[config.mk]
export PLATFORM = sky130hd
export DESIGN_NAME = sd_req_arbiter
export DESIGN_NICKNAME = d
export VERILOG_FILES = /design/src/rtl/sd_arb_pkg.sv /design/src/rtl/sd_req_arbiter_rr_pick.sv /design/src/rtl/sd_req_arbiter.sv
export SDC_FILE = /design/constraint.sdc
export NUM_CORES = 1
export LEC_CHECK = 0
export ABC_CLOCK_PERIOD_IN_PS = 6900
export CORE_UTILIZATION = 31
export CTS_CLUSTER_SIZE = 28
export DETAILED_ROUTE_END_ITERATION = 12
export HOLD_SLACK_MARGIN = 0.05
export MAX_ROUTING_LAYER = met4
export PLACE_DENSITY = 0.49
export SETUP_SLACK_MARGIN = 0.1
export SLEW_MARGIN = 20
export SYNTH_ARGS = -nofsm -noshare
export SYNTH_HDL_FRONTEND = slang
export SYNTH_HIERARCHICAL = 1
export SYNTH_SLANG_ARGS = --single-unit
[constraint.sdc]
create_clock -name clk_sys -period 6.9 [get_ports clk_sys]
set_clock_uncertainty 0.2 [all_clocks]
set_input_delay 1.035 -clock clk_sys [delete_from_list [all_inputs] [get_ports clk_sys]]
set_output_delay 1.035 -clock clk_sys [all_outputs]
set_load 0.03 [all_outputs]
[src/rtl/sd_arb_pkg.sv]
// -----------------------------------------------------------------------------
// sd_arb_pkg
// Shared types and constants for the block-device request arbiter.
//   arb_state_t : arbiter FSM states (IDLE, REQ, XFER, DONE)
//   arb_op_t    : operation type latched at grant time (read / write)
//   MAX_NCH     : largest supported number of drive channels
//   idx_w()     : width of a channel index for a given channel count
// -----------------------------------------------------------------------------
package sd_arb_pkg;

    localparam int MAX_NCH = 8;

    typedef enum logic [1:0] {
        IDLE,
        REQ,
        XFER,
        DONE
    } arb_state_t;

    typedef enum logic {
        OP_RD,
        OP_WR
    } arb_op_t;

    // A single channel still needs a 1-bit index so the ports stay legal.
    function automatic int idx_w(input int n);
        return (n > 1) ? $clog2(n) : 1;
    endfunction

endpackage

[src/rtl/sd_req_arbiter_rr_pick.sv]
// -----------------------------------------------------------------------------
// rr_pick
// Combinational round-robin priority picker. Searches the request vector
// starting at last+1 (mod N) and returns the first requesting index.
//   req   in  N  : request vector
//   last  in  IW : index granted most recently
//   valid out 1  : at least one request present
//   idx   out IW : chosen index (0 when valid is low)
// -----------------------------------------------------------------------------
module rr_pick
    import sd_arb_pkg::*;
#(
    parameter int N  = 3,
    parameter int IW = idx_w(N)
) (
    input  logic [N-1:0]  req,
    input  logic [IW-1:0] last,
    output logic          valid,
    output logic [IW-1:0] idx
);

    // Offset 1 is checked first, offset N (last itself) last, so the channel
    // just served has the lowest priority in the next pass.
    always_comb begin
        valid = 1'b0;
        idx   = '0;
        for (int unsigned k = 1; k <= N; k++) begin
            if (!valid && req[(32'(last) + k) % 32'(N)]) begin
                valid = 1'b1;
                idx   = IW'((32'(last) + k) % 32'(N));
            end
        end
    end

endmodule

[src/rtl/sd_req_arbiter.sv]
// -----------------------------------------------------------------------------
// sd_req_arbiter
// Block-device request arbiter between the virtual drives and the hps_io SD
// interface. Latches per-channel read/write request pulses, grants them one at
// a time in round-robin order, runs the sd_rd/sd_wr + sd_ack handshake for the
// granted channel and holds a per-channel busy (CPU wait) while work remains.
//   clk_sys    in  1   : system clock
//   reset_n    in  1   : asynchronous active-low reset
//   soft_reset in  1   : synchronous clear
//   req_rd     in  NCH : read request pulse per channel
//   req_wr     in  NCH : write request pulse per channel
//   mounted    in  NCH : image mounted per channel
//   protect    in  NCH : image read-only per channel
//   sd_rd      out NCH : read strobe to hps_io
//   sd_wr      out NCH : write strobe to hps_io
//   sd_ack     in  NCH : ack from hps_io
//   busy       out NCH : CPU wait per channel
//   done       out NCH : one-cycle pulse on completion
//   err        out NCH : one-cycle pulse on rejection or timeout abort
// -----------------------------------------------------------------------------
module sd_req_arbiter
    import sd_arb_pkg::*;
#(
    parameter int               NCH   = 3,
    parameter int               TMO_W = 24,
    parameter logic [TMO_W-1:0] TMO   = 24'hFFFFFF
) (
    input  logic           clk_sys,
    input  logic           reset_n,
    input  logic           soft_reset,
    input  logic [NCH-1:0] req_rd,
    input  logic [NCH-1:0] req_wr,
    input  logic [NCH-1:0] mounted,
    input  logic [NCH-1:0] protect,
    output logic [NCH-1:0] sd_rd,
    output logic [NCH-1:0] sd_wr,
    input  logic [NCH-1:0] sd_ack,
    output logic [NCH-1:0] busy,
    output logic [NCH-1:0] done,
    output logic [NCH-1:0] err
);

    localparam int IW = idx_w(NCH);

    arb_state_t       state, state_n;
    arb_op_t          op, op_n;
    logic [IW-1:0]    gnt, gnt_n;
    logic [IW-1:0]    last, last_n;
    logic [NCH-1:0]   pend_rd, pend_rd_n;
    logic [NCH-1:0]   pend_wr, pend_wr_n;
    logic [NCH-1:0]   old_ack;
    logic [TMO_W-1:0] cnt, cnt_n;
    logic [NCH-1:0]   busy_n, err_n;

    logic [NCH-1:0]   pend_any;
    logic             pick_valid;
    logic [IW-1:0]    pick_idx;
    logic [NCH-1:0]   gnt_oh;
    logic [NCH-1:0]   set_rd, set_wr, reject;
    logic [NCH-1:0]   clr_rd, clr_wr, abort_oh;
    logic             ack_rise, ack_fall, tmo_hit;

    assign pend_any = pend_rd | pend_wr;
    assign gnt_oh   = NCH'(1) << gnt;

    rr_pick #(
        .N  (NCH),
        .IW (IW)
    ) u_pick (
        .req   (pend_any),
        .last  (last),
        .valid (pick_valid),
        .idx   (pick_idx)
    );

    // Requests on unmounted images, and writes to protected ones, never reach
    // the pending bits; they only produce an err pulse.
    assign set_rd = req_rd & mounted;
    assign set_wr = req_wr & mounted & ~protect;
    assign reject = ((req_rd | req_wr) & ~mounted) | (req_wr & protect);

    assign ack_rise = ~old_ack[gnt] &  sd_ack[gnt];
    assign ack_fall =  old_ack[gnt] & ~sd_ack[gnt];

    // The counter holds the number of cycles already spent in the current
    // state, so matching TMO-1 means TMO cycles have elapsed by the next edge.
    assign tmo_hit = (TMO != '0) && (cnt == TMO - TMO_W'(1));

    always_comb begin
        state_n  = state;
        op_n     = op;
        gnt_n    = gnt;
        last_n   = last;
        clr_rd   = '0;
        clr_wr   = '0;
        abort_oh = '0;

        case (state)
            IDLE: begin
                if (pick_valid) begin
                    gnt_n   = pick_idx;
                    last_n  = pick_idx;
                    op_n    = pend_rd[pick_idx] ? OP_RD : OP_WR;
                    state_n = REQ;
                end
            end
            REQ: begin
                if (ack_rise || tmo_hit) begin
                    if (op == OP_RD) begin
                        clr_rd = gnt_oh;
                    end else begin
                        clr_wr = gnt_oh;
                    end
                end
                if (ack_rise) begin
                    state_n = XFER;
                end else if (tmo_hit) begin
                    abort_oh = gnt_oh;
                    state_n  = IDLE;
                end
            end
            XFER: begin
                // The pending bit was already cleared at the ack rise; a bit
                // seen here is a fresh request and must survive an abort.
                if (ack_fall) begin
                    state_n = DONE;
                end else if (tmo_hit) begin
                    abort_oh = gnt_oh;
                    state_n  = IDLE;
                end
            end
            DONE: begin
                state_n = IDLE;
            end
            default: begin
                state_n = IDLE;
            end
        endcase

        // A request landing on the same cycle as the clear wins.
        pend_rd_n = (pend_rd & ~clr_rd) | set_rd;
        pend_wr_n = (pend_wr & ~clr_wr) | set_wr;

        if (state_n != state) begin
            cnt_n = '0;
        end else if (state == REQ || state == XFER) begin
            cnt_n = cnt + TMO_W'(1);
        end else begin
            cnt_n = '0;
        end

        busy_n = pend_rd_n | pend_wr_n
               | ((state_n != IDLE) ? (NCH'(1) << gnt_n) : '0);
        err_n  = reject | abort_oh;
    end

    always_ff @(posedge clk_sys or negedge reset_n) begin
        if (!reset_n) begin
            state   <= IDLE;
            op      <= OP_RD;
            gnt     <= '0;
            last    <= IW'(NCH - 1);
            pend_rd <= '0;
            pend_wr <= '0;
            old_ack <= '0;
            cnt     <= '0;
            busy    <= '0;
            err     <= '0;
        end else if (soft_reset) begin
            state   <= IDLE;
            op      <= OP_RD;
            gnt     <= '0;
            last    <= IW'(NCH - 1);
            pend_rd <= '0;
            pend_wr <= '0;
            old_ack <= '0;
            cnt     <= '0;
            busy    <= '0;
            err     <= '0;
        end else begin
            state   <= state_n;
            op      <= op_n;
            gnt     <= gnt_n;
            last    <= last_n;
            pend_rd <= pend_rd_n;
            pend_wr <= pend_wr_n;
            old_ack <= sd_ack;
            cnt     <= cnt_n;
            busy    <= busy_n;
            err     <= err_n;
        end
    end

    // Strobes and done decode straight from registered state, so an async
    // reset removes them immediately and at most one strobe bit can be high.
    always_comb begin
        sd_rd = '0;
        sd_wr = '0;
        done  = '0;
        if (state == REQ) begin
            if (op == OP_RD) begin
                sd_rd = gnt_oh;
            end else begin
                sd_wr = gnt_oh;
            end
        end
        if (state == DONE) begin
            done = gnt_oh;
        end
    end

endmodule
==> metrics, run 1 <==
Setup TNS Final 0 ns; ys async rst share 100.0%; synth unique cells 56; antenna-violating nets left 0; Ports 33; antenna violations before repair 0; share of post-route cells with drive strength above 1 between 15 and 20%; Pwr per Cell Area ~280 mW/mm2; IO buf count 32; row count 34; # setup viols final 0; Post-Syn Instances a little under 300; clk slew on worst S/H paths 0.09 ns; Hold Buf Count CTS 0; Main synth FF type dfrtp_1; depth of the CTS H-tree 2; Post-synth EDFFs 0; Pleak approximately 1.3 nW; R2R depth 8; Antenna diodes 0; Routed WL 6383 um; global routing usage on met1 a little under a fifth; Peak Freq about 0.28 GHz; RSZ-0062 raised after global routing false; largest net degree at the start of global routing 47; startpoint types register; post_cts resized 0; WP depth 3; DR iter-0 viols 86; Final Cycle Share a little over half; # nets final 350; Die Ht slightly below 100 um; hold slack about 0.32 ns; status finished with violations; total CTS buffers 5; vias post-DR ~2,200; register area share after synthesis approximately two fifths; max_slew headroom between 20 and 25%; largest stage delay on the critical path between 0.6 and 0.7 ns; met2 GRT Util between 20 and 25%; synthesized area 0.002846 mm2; CP top delay family simple AND/OR/NAND/NOR gates; CP Cell Sequence nor2b_1, and2_1, clkdlybuf4s50_1; setup bufs post-CTS 0; Synth area leaders dfrtp_1 40%, nor3_2 6.7%, xor2_1 5.2%, a21oi_1 3.5%, ha_1 3.5%; crit path max fanout 9; Sink Count 46; Top Usage Layer GRT met2; GR Util met3 between 2 and 3%; clock tree root driver cell clkbuf_8; crit path capture type output pin; warnings from Yosys 6; Die Width between 90 and 100 um; synthesized area per cell between 9 and 10 um2; CTS tree done; Worst EP arrival 2.36 ns; worst vdd ir 114.1 uV; R2R setup slack ~3.5 ns; full die area between 0.009 and 0.01 mm2; Avg WL per Cell approximately 15 um; DR vias/cell 5.083; leading area contributor after synthesis dfrtp_1; global-route wire length before repair about 11,000 um; Data required, critical path 5.66 ns; synthesized flop and latch total 46; Clock Tree Buf Depth 2; grt ovf 0; Worst Hold Depth 1; DP Wirelength ~4500 um; fin. max-slew vios 0; Tmin final ~3.6 ns; Hold Violations, Final 0; area of the core just under 0.009 mm2; share of the synthesized area in the top cell type 39.56%; failing checks design-rule violations; worst skew pair latency between 0.2 and 0.3 ns; Area growth syn-to-layout 18.07%; GRT Total Usage between 10% and 20%; syn nets 319; DRC 12; Worst Tran Pin Value about 1.1 ns; Initial Util between 30% and 40%; critical path class reg2out; vias in the first global route 2,229; max-cap violation count 0; Slowest-stage cell, CP clkdlybuf4s50_1; worst min path class reg2reg; TritonRoute pass-1 iters 8; Routability Congestion 0.8032; worst path bufs/invs 1
## final timing paths
| check | startpoint | to |
|---|---|---|
| worst max register to register | last[1]$_DFFE_PN1P_ | busy[0]$_DFF_PN0_ |
| worst max-delay path | gnt[1]$_DFF_PN0_ | done[2] |
| min in group asynchronous | reset_n | err[1]$_DFF_PN0_ |
| worst min-delay path | cnt[0]$_DFF_PN0_ | cnt[0]$_DFF_PN0_ |
| max in group asynchronous | reset_n | state[1]$_DFF_PN0_ |
| worst min register to register | cnt[0]$_DFF_PN0_ | cnt[0]$_DFF_PN0_ |
## sequential cells by signal (all words and copies together), names as in the netlist
register and flops:
busy 3, cnt 24, err 3, gnt 2, last 2, old_ack 3
op 1, pend_rd 3, pend_wr 3, state 2
## synth_stat cells (4+ instances only)
cell and number:
a21oi_1 20, a311o_1 5, and2_1 4, and3_1 4, and4_1 6, clkbuf_1 5, dfrtp_1 45, ha_1 8
inv_1 14, nand2_1 19, nand3_1 15, nand4_1 6, nor2_1 20, nor2b_1 10, nor3_1 9, nor3_2 19
o21ai_0 5, o2bb2ai_1 4, or2_2 4, xnor2_1 4, xor2_1 17
## cells in the final DEF (no fill, tap or decap), types with 2 or more instances in the layout
master / netlist / layout
nor3_2: 19 / 19
clkbuf_8: 0 / 6
inv_1: 14 / 14
o21ai_0: 5 / 5
nand2b_1: 3 / 3
nor2_1: 20 / 20
mux2i_1: 3 / 3
a311o_1: 5 / 5
dfrtp_1: 45 / 45
a31oi_1: 3 / 3
and4_1: 6 / 6
xnor2_1: 4 / 4
xor2_1: 17 / 17
a21oi_1: 20 / 20
nor3_1: 9 / 9
nand2_1: 19 / 19
or2_2: 4 / 4
a21boi_0: 3 / 3
nand3_1: 15 / 15
o2bb2ai_1: 4 / 4
clkdlybuf4s50_1: 0 / 31
and3_1: 4 / 4
o311ai_0: 2 / 2
nand3b_1: 3 / 3
buf_4: 2 / 3
nor2b_1: 10 / 10
and2_1: 4 / 4
ha_1: 8 / 8
nand4_1: 6 / 6
## through the flow
step / util, % / instance area, um2 / worst slack (ns) / total power [mW] / std cells
after floorplan: - / 2846 / 4.126 / 0.6439 / 293
after global placement: 36.81 / 3242 / 3.094 / 0.7367 / 424
after detailed placement: 36.81 / 3242 / 3.028 / 0.7401 / 424
after CTS: 37.85 / 3333 / 3.253 / 0.9158 / 432
after global routing: 38.16 / 3361 / 3.126 / 0.9951 / 433
final: 38.16 / 3361 / 3.302 / 0.9352 / 433
## kinds of logic (layout without fill, tap and decap cells)
| family | after synthesis | count (layout) | share of synthesized area (%) |
|---|---|---|---|
| flops | 46 | 46 | 40.48 |
| xor+xnor | 21 | 21 | 6.461 |
| fa+ha+maj | 9 | 9 | 3.912 |
| compound gates | 57 | 57 | 14.42 |
| buf+inv | 26 | 58 | 4.571 |
| mux | 4 | 4 | 1.846 |
| simple gates | 130 | 130 | 28.31 |
## worst register-to-register path: cells and delay by family, from the launching register on
kind	cells	cell delay, ns
fa+ha+maj	2	0.63
simple gates	2	0.61
flops	1	0.56
compound gates	4	1.24
## final cells by class
type	instances	area, um2
sequential	46	1152
clock inverter	1	5.005
clock buffer	7	86.33
multi-input combinational	221	1564
inverter	14	52.55
timing repair buffer	36	365.4
tap	108	135.1
fill	898	5445
## metal layers
metal,part of all wire (%),routed length (um)
met1,49,3112
met2,47,2999
met5,0,0
met3,2.4,152
met4,1.8,118
## report_power, final
part           switching [mW]  internal, mW  total, mW  leakage (nW)
registers              0.0281         0.296      0.325         0.621
logic                   0.276         0.162      0.438         0.679
clock network          0.0916        0.0810      0.173        0.0482
No activity file was read; power rests on OpenSTA's default activity.
==> run 2: changes to the inputs <==
Settings changed: ABC_CLOCK_PERIOD_IN_PS 6900 to 3740.
Clock period 6.9 ns to 3.74 ns, I/O delays scaled along.
==> run 2 against run 1 <==
  * The flow still finishes with violations (design-rule violations)
  * Sequential cell count unchanged
  * Non-clock buffer count up 1
  * Global-route usage up 0.81 points
  * Combinational power up 73%
  * Utilization up 0.071 points
  * Via count up 0.59%
  * Sequential power up 84%
  * Setup slack worse by 2.6 ns
  * Register-to-register slack worse by 2.8 ns
  * First-iteration DRC count up 8.1%
  * Clock power up 110%
  * Critical path type unchanged
==> metrics, run 2 (same netlist as run 1, synthesis figures left out) <==
cell count after placement 426 (+0.47%); Routability Congestion 0.8153 (+1.5%); met2 GRT Util 24.97% (+0.81 points); global-route wire length before repair 11,520 um (+6.0%); GR Util met3 3.078% (+0.57 points); row count 34 (unchanged); clk slew on worst S/H paths 0.09 ns (about the same); Antenna diodes 0 (unchanged); Final Cycle Share between 80% and 90%; largest stage delay on the critical path 0.68 ns (+0.02 ns); post_cts resized 0 (unchanged); most common cell after layout, fill and taps aside dfrtp_1; DP Area 0.003257 mm2 (+0.46%); full die area 0.009570 mm2 (unchanged); RSZ-0062 raised after global routing false; setup bufs post-CTS 0 (unchanged); post-route insts no fill 434 (+0.23%); antenna violations before repair 0 (unchanged); DP Wirelength 4720 um (+5.4%); max-cap violation count 0 (unchanged); worst vdd ir 227.8 uV (+100%); GRT Total Usage 15.37% (+0.81 points); Pwr per Cell Area 509.1 mW/mm2 (+83%); R2R depth 8 (unchanged); worst min path class in2async; sequential power share 34.8% (about the same); Worst EP arrival 2.33 ns (-0.03 ns); Tmin final between 3 and 4 ns; failing checks design-rule violations; Top reg by flops cnt; total CTS buffers 5 (unchanged); crit-path most repeated cell nor2b_1; most frequent cells in the layout 45 x dfrtp_1, 31 x clkdlybuf4s50_1, 20 x a21oi_1, 20 x nor2_1; IO buf count 32 (unchanged); crit path max fanout 9 (unchanged); max reg flops 24 (unchanged); critical path class reg2out; R2R setup slack 0.71 ns (-2.81 ns); Die Ht 97.83 um (unchanged); fill count 911 (+1.4%); fin. max-slew vios 0 (unchanged); DRC 10 (-2); Ports 33 (unchanged); depth of the CTS H-tree 2 (unchanged); startpoint types register; CP top delay family simple AND/OR/NAND/NOR gates; # nets final 351 (+0.29%); Initial Util 32.32% (unchanged); Switching Share 41.79% (-0.57 points); # setup viols final 0 (unchanged); status finished with violations; share of post-route cells with drive strength above 1 15.95% (+0.57 points); Routed WL 6545 um (+2.5%); antenna-violating nets left 0 (unchanged); CTS tree done; Logic pwr share 44.2% (-2.6 points); grt ovf 0 (unchanged); TritonRoute pass-1 iters 11 (+3); clock tree root driver cell clkbuf_8; Worst Tran Pin Value 0.6842 ns (-0.4341 ns); area of the core 0.008806 mm2 (unchanged); Final Cell Area 0.003367 mm2 (+0.19%); Data required, critical path 2.98 ns (-2.68 ns); largest net degree at the start of global routing 30 (-36%); max_slew headroom 54.39% (+30 points); sw power 0.7163 mW (+81%); Area growth syn-to-layout 18.29%; Slowest-stage cell, CP clkdlybuf4s50_1; Clock Tree Buf Depth 2 (unchanged); worst skew pair latency 0.30 ns (about the same); R2R Path Start last[1]$_DFFE_PN1P_; Setup TNS Final 0 ns (unchanged); Pint 0.9979 mW (+85%); Hold Buf Count CTS 0 (unchanged); crit path capture type output pin; Top Usage Layer GRT met2; vias in the first global route 2,251 (+0.99%); Peak Freq around 0.32 GHz; clock power share 21.0% (+2.5 points); CP Cell Sequence nor2b_1, nor2b_1, clkdlybuf4s50_1; Sink Count 46 (unchanged); Hold Violations, Final 0 (unchanged); global routing usage on met1 19.78% (+1.7 points); Die Width 97.83 um (unchanged); worst path bufs/invs 1 (unchanged); Pleak 1.356 nW (+0.57%); vias post-DR 2,214 (+0.59%); DR vias/cell 5.101 (+0.36%); DR iter-0 viols 93 (+8.1%); RR Endpoint busy[0]$_DFF_PN0_; Avg WL per Cell 15.08 um (+2.3%)
## run 2: cell types whose count changed in the layout (fill, tap and decap cells not counted)
| cell | delta |
|---|---|
| clkinv_2 | -1 |
| buf_16 | -1 |
| clkbuf_1 | -1 |
| clkbuf_8 | +2 |
| buf_4 | +2 |
## run 2: area by class of cell
type,instances,area [um2],share of cell area (%)
flip-flops and latches,46,1152,34.23
well taps,108,135.1,4.013
multi-input cells,221,1564,46.45
clock buffers,8,110.1,3.270
repair buffers,37,352.8,10.48
inverters,14,52.55,1.561
## run 2: worst max path at each step
stage	startpoint	endpoint	depth (start not counted)
floorplan	last[1]$_DFFE_PN1P_	busy[2]$_DFF_PN0_	8
global placement	sd_ack[2]	cnt[23]$_DFF_PN0_	8
detailed placement	sd_ack[2]	cnt[2]$_DFF_PN0_	8
CTS	gnt[1]$_DFF_PN0_	sd_rd[2]	3
global route	last[1]$_DFFE_PN1P_	busy[2]$_DFF_PN0_	8
finish	gnt[1]$_DFF_PN0_	sd_rd[2]	3
## run 2: power by group through the flow
stage / logic [mW] / registers [mW] / clock network (mW)
floorplan: 0.575 / 0.613 / 0
global placement: 0.762 / 0.609 / 0
detailed placement: 0.760 / 0.607 / 0
CTS: 0.762 / 0.597 / 0.371
global route: 0.844 / 0.607 / 0.392
finish: 0.758 / 0.597 / 0.359
## run 2: metal layers
| layer | routed length (um) | vias to the layer above |
|---|---|---|
| li1 | - | 1114 |
| met1 | 3081 | 1058 |
| met2 | 3141 | 33 |
| met3 | 222 | 9 |
| met4 | 99 | 0 |
| met5 | 0 | - |
## run 2: worst reg2reg max path: stages, from the launching register on
cell and delay, ns:
dfstp_2 0.55, ha_1 0.29, maj3_2 0.33, a21oi_1 0.38
nand2_1 0.33, nand2_1 0.16, o21ai_0 0.09, a22oi_1 0.37
o311ai_0 0.18
## run 2: through the flow
| stage | total power, mW | hold slack (ns) | utilization (%) | setup slack (ns) |
|---|---|---|---|---|
| final | 1.714 | 0.08758 | 38.24 | 0.6532 |
| after global routing | 1.843 | 0.1657 | 38.24 | 0.4587 |
| after CTS | 1.730 | 0.1327 | 38.24 | 0.6122 |
| after detailed placement | 1.367 | 0.3171 | 36.98 | 0.7495 |
| after global placement | 1.370 | 0.3208 | 36.98 | 0.7440 |
| after floorplan | 1.188 | 0.06541 | - | 1.197 |
==> run 3: changes to the inputs <==
Settings changed: ABC_CLOCK_PERIOD_IN_PS 3740 to 2730, PLACE_DENSITY 0.49 to 0.51.
Clock period 3.74 ns to 2.73 ns, I/O delays scaled along.
==> run 3 against run 2 <==
  * The run still ends with design-rule violations left
  * Routed wire length rose by 1.5%
  * Critical endpoint is now done[2]
  * Critical path type unchanged
  * Count of clock-buffer cells in the layout fell by 1
  * Cell area rose by 6.8%
  * Die area did not move
  * Via count rose by 4.4%
  * Total power rose by 52%
  * Register-to-register slack got worse by 0.50 ns
  * Global-route usage fell by 0.33 points
==> metrics, run 3 (same netlist as run 1, synthesis figures left out) <==
max_slew headroom 70.66% (+16 points); total CTS buffers 5 (unchanged); Switching Share 40.20% (-1.6 points); Top reg by flops cnt; row count 34 (unchanged); area of the core 0.008806 mm2 (unchanged); global routing usage on met1 18.25% (-1.5 points); IO buf count 32 (unchanged); Antenna diodes 0 (unchanged); crit path max fanout 9 (unchanged); share of post-route cells with drive strength above 1 23.34% (+7.4 points); failing checks design-rule violations; largest stage delay on the critical path 0.67 ns (about the same); sequential cell area 0.001155 mm2 (+0.22%); antenna-violating nets left 0 (unchanged); global-route wire length before repair 11,150 um (-3.2%); Ports 33 (unchanged); sequential power share 31.0% (-3.8 points); fill count 861 (-5.5%); CP Cell Sequence nor2b_2, and2_1, clkdlybuf4s50_1; Avg WL per Cell 14.60 um (-3.2%); vias post-DR 2,312 (+4.4%); clk slew on worst S/H paths 0.09 ns (about the same); DR vias/cell 5.081 (-0.39%); Slowest-stage cell, CP clkdlybuf4s50_1; # setup viols final 0 (unchanged); Logic pwr share 49.7% (+5.5 points); worst vdd ir 363.7 uV (+60%); Final Cycle Share between 90% and 100%; status finished with violations; Top Usage Layer GRT met2; depth of the CTS H-tree 2 (unchanged); Peak Freq a little under 0.4 GHz; startpoint types register; Tmin final ~2.5 ns; clock tree root driver cell clkbuf_8; met2 GRT Util 25.24% (+0.27 points); largest net degree at the start of global routing 25 (-17%); Worst Tran Pin Value 0.4380 ns (-0.2462 ns); most common cell after layout, fill and taps aside dfrtp_1; Pwr per Cell Area 724.2 mW/mm2 (+42%); Die Ht 97.83 um (unchanged); Die Width 97.83 um (unchanged); worst min path class reg2reg; post-route insts no fill 455 (+4.8%); vias in the first global route 2,316 (+2.9%); critical path class reg2out; sw power 1.047 mW (+46%); Initial Util 32.32% (unchanged); Setup TNS Final 0 ns (unchanged); antenna violations before repair 0 (unchanged); worst path bufs/invs 1 (unchanged); crit path capture type output pin; GR Util met3 2.720% (-0.36 points); worst skew pair latency 0.30 ns (about the same); clock power share 19.3% (-1.7 points); GRT Total Usage 15.03% (-0.33 points); most frequent cells in the layout 43 x dfrtp_1, 26 x clkdlybuf4s50_1, 23 x nor3_2; Pleak 1.543 nW (+14%); Worst EP arrival 1.94 ns (-0.39 ns); TritonRoute pass-1 iters 8 (-3); max reg flops 24 (unchanged); Routability Congestion 0.8339 (+2.3%); CTS tree done; Sink Count 46 (unchanged); area taken by multi-input logic gates 0.001600 mm2 (+2.3%); Hold Violations, Final 0 (unchanged); Area growth syn-to-layout 26.37%; RSZ-0062 raised after global routing false; fin. max-slew vios 0 (unchanged); Pint 1.558 mW (+56%); Routed WL 6643 um (+1.5%); cell count after placement 445 (+4.5%); DP Wirelength 4902 um (+3.9%); CP top delay family buffers and inverters; Data required, critical path 2.12 ns (-0.86 ns); full die area 0.009570 mm2 (unchanged); Clock Tree Buf Depth 2 (unchanged); # nets final 372 (+6.0%); DR iter-0 viols 71 (-24%); DRC 6 (-4); grt ovf 0 (unchanged); max-cap violation count 0 (unchanged)
run 3: repair_timing:
action | in CTS | in global routing
hold buffers | 1 | 0
cloned | 0 | 1
resized for setup | 5 | 13
buffers inserted | 0 | 0
endpoints found under the hold margin | 13 | 0
setup endpoints to repair | 9 | 32
pin swaps | 0 | 1
run 3: cell type report:
class,count,area share [%]
multi-input cells,221,44.49
clock buffers,7,2.122
clock inverters,1,0.8348
inverters,14,1.461
repair buffers,58,15.23
flip-flops and latches,46,32.10
well taps,108,3.757
run 3: final timing paths:
path	start	slack, ns	endpoint	cells after the start
min in group asynchronous	reset_n	0.36	gnt[0]$_DFF_PN0_	2
setup reg to reg	last[1]$_DFFE_PN1P_	0.21	cnt[2]$_DFF_PN0_	9
setup / recovery	gnt[1]$_DFF_PN0_	0.18	done[2]	3
max in group asynchronous	reset_n	1.39	busy[2]$_DFF_PN0_	3
hold reg to reg	cnt[0]$_DFF_PN0_	0.33	cnt[0]$_DFF_PN0_	1
hold / removal	cnt[0]$_DFF_PN0_	0.33	cnt[0]$_DFF_PN0_	1
run 3: routing by layer:
layer	share of wire, %	up-vias
met4	1.7	0
met5	0	-
met1	45	1113
met3	3.2	13
li1	-	1153
met2	50	33
run 3: through the flow:
stage	setup WS [ns]	util, %	area (um2)	hold WS, ns	total power, mW
2_1_floorplan	0.1874	-	2846	-0.08609	1.628
3_3_place_gp	0.1168	38.89	3425	0.1605	2.064
3_5_place_dp	0.1094	38.89	3425	0.1614	2.064
4_1_cts	0.1157	40.35	3553	0.3314	2.590
5_1_grt	0.1016	40.85	3597	0.3610	2.778
6_report	0.1805	40.85	3597	0.3292	2.605
run 3: power by group through the flow:
stage               registers, mW  clock network, mW  logic (mW)
finish                      0.807              0.504        1.29
global route                0.817              0.546        1.41
CTS                         0.807              0.522        1.26
detailed placement          0.821                  0        1.24
global placement            0.820                  0        1.24
floorplan                   0.839                  0       0.788
